`config.mk`:
```
export PLATFORM = sky130hd
export DESIGN_NAME = rst_seq_strobe_gen
export DESIGN_NICKNAME = d
export VERILOG_FILES = /design/src/rtl/rst_seq_strobe_gen.sv
export SDC_FILE = /design/constraint.sdc
export NUM_CORES = 1
export LEC_CHECK = 0
export BUFFER_PORTS_ARGS = -buffer_cell sky130_fd_sc_hd__buf_2
export CELL_PAD_IN_SITES_DETAIL_PLACEMENT = 1
export CELL_PAD_IN_SITES_GLOBAL_PLACEMENT = 2
export CORE_MARGIN = 2
export CORE_UTILIZATION = 33
export CTS_CLUSTER_SIZE = 24
export DETAILED_ROUTE_END_ITERATION = 10
export PLACE_DENSITY = 0.79
export RECOVER_POWER = 50
export SKIP_LAST_GASP = 1
export SYNTH_ARGS = -nofsm -noshare
export SYNTH_HDL_FRONTEND = slang
export SYNTH_SLANG_ARGS = --single-unit
export TNS_END_PERCENT = 20
```
`constraint.sdc`:
```
create_clock -name clk_sys -period 2.05 [get_ports clk_sys]
set_input_delay 0.41 -clock clk_sys [delete_from_list [all_inputs] [get_ports clk_sys]]
set_output_delay 0.41 -clock clk_sys [all_outputs]
set_load 0.02 [all_outputs]
```
`src/rtl/rst_seq_strobe_gen.sv`:
```
// rtl/rst_seq_strobe_gen.sv - PLL-lock debounced, ordered reset-release sequencer with RUN strobe
// Releases NUM_RST active-low resets one by one after a stable lock, then emits a periodic strobe.
module rst_seq_strobe_gen #(
   parameter int NUM_RST       = 4,
   parameter int SYNC_STAGES   = 2,
   parameter int LOCK_DEBOUNCE = 16,
   parameter int STEP_CYCLES   = 8,
   parameter int STB_DIV       = 4,
   parameter int CNT_W         = 8
) (
   input  logic               clk_sys,
   input  logic               rst_n,
   input  logic               pll_locked,
   input  logic               soft_rst,
   input  logic               lock_lost_clr,
   output logic [NUM_RST-1:0] rst_out_n,
   output logic               all_ready,
   output logic               strobe,
   output logic               lock_lost,
   output logic [1:0]         state
);

   typedef enum logic [1:0] {
      ST_HOLD     = 2'd0,
      ST_DEBOUNCE = 2'd1,
      ST_RELEASE  = 2'd2,
      ST_RUN      = 2'd3
   } state_t;

   // k runs one past the last channel so RUN is entered one edge after the final release
   localparam int KW = $clog2(NUM_RST + 1);
   localparam logic [KW-1:0]    K_DONE    = KW'(NUM_RST);
   localparam logic [CNT_W-1:0] DEB_LAST  = CNT_W'(LOCK_DEBOUNCE - 1);
   localparam logic [CNT_W-1:0] STEP_LAST = CNT_W'(STEP_CYCLES - 1);
   localparam logic [CNT_W-1:0] STB_LAST  = CNT_W'(STB_DIV - 1);

   logic [SYNC_STAGES-1:0] sync_q, sync_d;
   logic                   lock_s;

   state_t                 state_q, state_d;
   logic [CNT_W-1:0]       cnt_q, cnt_d;
   logic [KW-1:0]          k_q, k_d;
   logic [NUM_RST-1:0]     rst_out_n_q, rst_out_n_d;
   logic                   all_ready_q, all_ready_d;
   logic                   strobe_q, strobe_d;
   logic                   lock_lost_q, lock_lost_d;
   logic                   abort;
   logic                   lock_drop;

   assign sync_d = {sync_q[SYNC_STAGES-2:0], pll_locked};
   assign lock_s = sync_q[SYNC_STAGES-1];

   always_comb begin
      state_d     = state_q;
      cnt_d       = cnt_q;
      k_d         = k_q;
      rst_out_n_d = rst_out_n_q;
      strobe_d    = 1'b0;
      abort       = 1'b0;
      lock_drop   = 1'b0;

      case (state_q)
         ST_HOLD: begin
            rst_out_n_d = '0;
            cnt_d       = '0;
            k_d         = '0;
            if (lock_s) begin
               state_d = ST_DEBOUNCE;
            end
         end

         ST_DEBOUNCE: begin
            if (!lock_s) begin
               abort = 1'b1;
            end else if (cnt_q == DEB_LAST) begin
               state_d = ST_RELEASE;
               cnt_d   = '0;
               k_d     = '0;
            end else begin
               cnt_d = cnt_q + CNT_W'(1);
            end
         end

         ST_RELEASE: begin
            if (!lock_s || soft_rst) begin
               abort     = 1'b1;
               lock_drop = !lock_s;
            end else if (k_q == K_DONE) begin
               state_d = ST_RUN;
               cnt_d   = '0;
            end else if (cnt_q == STEP_LAST) begin
               cnt_d = '0;
               k_d   = k_q + KW'(1);
               for (int i = 0; i < NUM_RST; i++) begin
                  if (k_q == KW'(i)) begin
                     rst_out_n_d[i] = 1'b1;
                  end
               end
            end else begin
               cnt_d = cnt_q + CNT_W'(1);
            end
         end

         ST_RUN: begin
            if (!lock_s || soft_rst) begin
               abort     = 1'b1;
               lock_drop = !lock_s;
            end else if (cnt_q == STB_LAST) begin
               cnt_d    = '0;
               strobe_d = 1'b1;
            end else begin
               cnt_d = cnt_q + CNT_W'(1);
            end
         end

         default: begin
            state_d = ST_HOLD;
         end
      endcase

      // Every channel drops on the same edge; resets are never de-sequenced
      if (abort) begin
         state_d     = ST_HOLD;
         cnt_d       = '0;
         k_d         = '0;
         rst_out_n_d = '0;
         strobe_d    = 1'b0;
      end

      all_ready_d = (state_d == ST_RUN);

      if (lock_drop) begin
         lock_lost_d = 1'b1;
      end else if (lock_lost_clr) begin
         lock_lost_d = 1'b0;
      end else begin
         lock_lost_d = lock_lost_q;
      end
   end

   always_ff @(posedge clk_sys or negedge rst_n) begin
      if (!rst_n) begin
         sync_q      <= '0;
         state_q     <= ST_HOLD;
         cnt_q       <= '0;
         k_q         <= '0;
         rst_out_n_q <= '0;
         all_ready_q <= 1'b0;
         strobe_q    <= 1'b0;
         lock_lost_q <= 1'b0;
      end else begin
         sync_q      <= sync_d;
         state_q     <= state_d;
         cnt_q       <= cnt_d;
         k_q         <= k_d;
         rst_out_n_q <= rst_out_n_d;
         all_ready_q <= all_ready_d;
         strobe_q    <= strobe_d;
         lock_lost_q <= lock_lost_d;
      end
   end

   assign rst_out_n = rst_out_n_q;
   assign all_ready = all_ready_q;
   assign strobe    = strobe_q;
   assign lock_lost = lock_lost_q;
   assign state     = state_q;

endmodule

```
==> results.md <==
* Status: finished, violations left
* Failing checks: negative setup slack
* Root Driver: clkbuf_8
* WL per Instance at 15.74 um
* Hold WC Path Type: input pin to flip-flop
* TritonCTS clock tree: yes
* Fin util at 42.73%
* PD cells at 916.1 nW/um^2
* Die Y at 68.47 um
* Kind of critical path: flip-flop to flip-flop
* Global route total overflow at 0
* Worst vdd ir at 464.4 uV
* CP cell instances: or4_4 -> nor4b_4 -> a31oi_1 -> a211oi_2 -> mux2_1
* Clk_lat worst skew at 270 ps
* Worst Max-Slew Pin Slew at 1230 ps
* Slew Limit Headroom at 17.98%
* Io pins at 14
* Final Cell Area at 1709 um^2
* Placement Setup Slack at -154.9 ps
* Worst R2R Path Depth at 5
* Total design power at 1.566 mW
* Clock transition at path regs at 80 ps
* Hold Crit Endpoint: sync_q[0]
* ANT cells at 0
* Initial antenna violation count at 0
* F_max at 466.7 MHz
* Port bufs at 13
* Register bit total from synthesis at 22
* Crit. End Element: flip-flop
* Final wirelength at 3.526 mm
* Die width at 68.47 um
* Tcrit/Tclk final at 104.5%
* Reg-to-Reg Start: cnt_q[7]
* Final Max Slew Viols at 0
* Initial Utilization at 34.28%
* Leak at 0.8049 nW
* Setup ws final at -92.65 ps
* Setup Skew at 1.579 ps
* Fraction of layout cells with a size suffix above 1 at 33.33%
* Slowest cell delay on critical path at 570 ps
* Setup TNS at -291.3 ps
* Synth-to-Final Area Change at 24.64%
* CP Launch Type: flip-flop
* Post-DRT Antenna Nets at 0
* Reg-to-reg slack, setup at -90 ps
* Hold path depth at 1
* Global-route wire length before repair at 6.203 mm
* Buffers inserted by post-CTS timing repair at 0
* Num CTS Buffers at 3
* Area of the core at 4000 um^2
* 1st-iter DRT viols at 24
* Unrepaired setup endpoints after global routing: true
* Sequential-to-total area share from yosys stat at 40.15%
* Clock Sinks at 22
* Post-synth EDFFs at 0
* DRC violations left at 0
* Post-DP HPWL at 2.752 mm
* Die Outline Area at 4687 um^2
* Min-Delay Startpoint: pll_locked
* Required time of the critical path at 2210 ps
* Synth Flop Type: dfrtp_1
* Largest net degree at the start of global routing at 23
* Worst Path Max Fanout at 3
* # rows at 23
* Via-per-instance ratio at 5.362
* # hold bufs at CTS at 0
* Library cells used by synthesis at 49
* Worst EP arrival at 2300 ps
* Fin. Hold Viols at 0
* Clk buf depth at 2
* R2r endpoint: k_q[2]
* GP Congestion at 0.9005
* Post-synthesis cell area at 1371 um^2
* CP max-delay cell: or4_4
* Syn avg cell area at 9.866 um^2
* H-tree depth at 1
* Dpl cell area at 1644 um^2
* Post-Syn Nets at 154
* Via count at 1201
* Nets at 190
* Post-synth ARST share at 100.0%
* Final worst path period need at 2143 ps
* Final setup fails at 5
* Vias in the first global route at 1307
* Max Cap Violations at 0
* Warnings from Yosys at 0
* Cells after Synth at 139
* DR pass1 iterations at 4
* GRT Resource Usage Total at 18.25%
repair_timing:
item,4_1_cts,5_1_grt
endpoints found under the setup margin,9,14
pin swaps,1,0
gates resized for setup,0,3
per-layer routing:
| metal | part of all wire [%] | up-vias | GRT usage, % |
|---|---|---|---|
| li1 | - | 574 | - |
| met1 | 44 | 604 | 22.60 |
| met2 | 51 | 18 | 31.13 |
| met3 | 3.0 | 5 | 2.796 |
| met4 | 1.8 | 0 | 8.000 |
| met5 | 0 | - | 0 |
stage by stage:
stage / cells / hold slack, ps
after CTS: 224 / 116.9
after detailed placement: 220 / 348.3
after global routing: 224 / 237.0
after floorplan: 139 / 114.4
final: 224 / 239.7
after global placement: 220 / 335.6
kinds of logic after synthesis:
family / share of synthesized area, %
fa+ha+maj: 9.124
simple gates: 19.89
compound gates: 19.62
mux: 3.923
flops: 40.15
xor+xnor: 1.278
buf+inv: 6.022
cell usage in the layout, fill, tap and decap left out, types with 3 or more instances in the layout:
master / count
a22o_1: 4
clkbuf_8: 4
and2_1: 3
buf_2: 12
o21ai_0: 4
nand2_1: 9
buf_4: 24
a31oi_1: 4
a21oi_1: 5
inv_1: 7
ha_1: 9
nor2_1: 14
dfrtp_1: 20
nand3_1: 6
power by group:
| group | total, mW | switching, mW | leakage, nW | internal (mW) |
|---|---|---|---|---|
| Clock | 0.325 | 0.153 | 0.0288 | 0.172 |
| Sequential | 0.497 | 0.0297 | 0.297 | 0.467 |
| Combinational | 0.744 | 0.393 | 0.479 | 0.352 |
| Total | 1.57 | 0.576 | 0.805 | 0.990 |
critical path: cells and delay by family (launching register included):
family | cells | cell delay, ps
AOI/OAI and AO/OA | 2 | 420
DFF | 1 | 390
muxes | 1 | 360
and+or+nand+nor | 2 | 870
worst max path at each step:
stage / startpoint / endpoint / slack [ps] / depth (start not counted)
floorplan: state[1] / k_q[0] / -9 / 7
global placement: cnt_q[4] / k_q[0] / -10 / 5
detailed placement: state[0] / k_q[2] / -150 / 7
CTS: cnt_q[7] / k_q[2] / -120 / 5
global route: state[0] / k_q[2] / -200 / 7
finish: cnt_q[7] / k_q[2] / -90 / 5
synth_stat cells (all sizes together) (2+ instances only):
library cell	number	share of area, %
mux2i	2	1.5
a22o	4	2.6
clkbuf	2	0.55
inv	9	2.5
and3	2	1.0
nand2	9	2.5
nor3	2	0.73
a211oi	2	1.5
and2	3	1.4
nor3b	2	1.1
ha	10	9.1
dfrtp	22	40
o21ai	5	1.8
nor4	2	0.91
buf	4	3.0
nor2	14	3.8
or2	2	0.91
a31oi	4	1.8
nand3	6	2.2
mux2	3	2.5
a21oi	5	1.8
o211ai	2	1.1
final cells by class:
| type | count | area [um^2] |
|---|---|---|
| multi-input cells | 102 | 760.7 |
| inverters | 9 | 33.78 |
| well taps | 50 | 62.56 |
| flip-flops and latches | 22 | 553.0 |
| clock buffers | 4 | 55.05 |
| repair buffers | 37 | 244.0 |
| fillers | 477 | 2291 |
sequential cells by signal, summed over array words and instances, names as in the netlist:
name       count
strobe         1
k_q            3
cnt_q          8
lock_lost      1
rst_out_n      4
sync_q         2
all_ready      1
state          2
(Power assumes the default switching activity.)
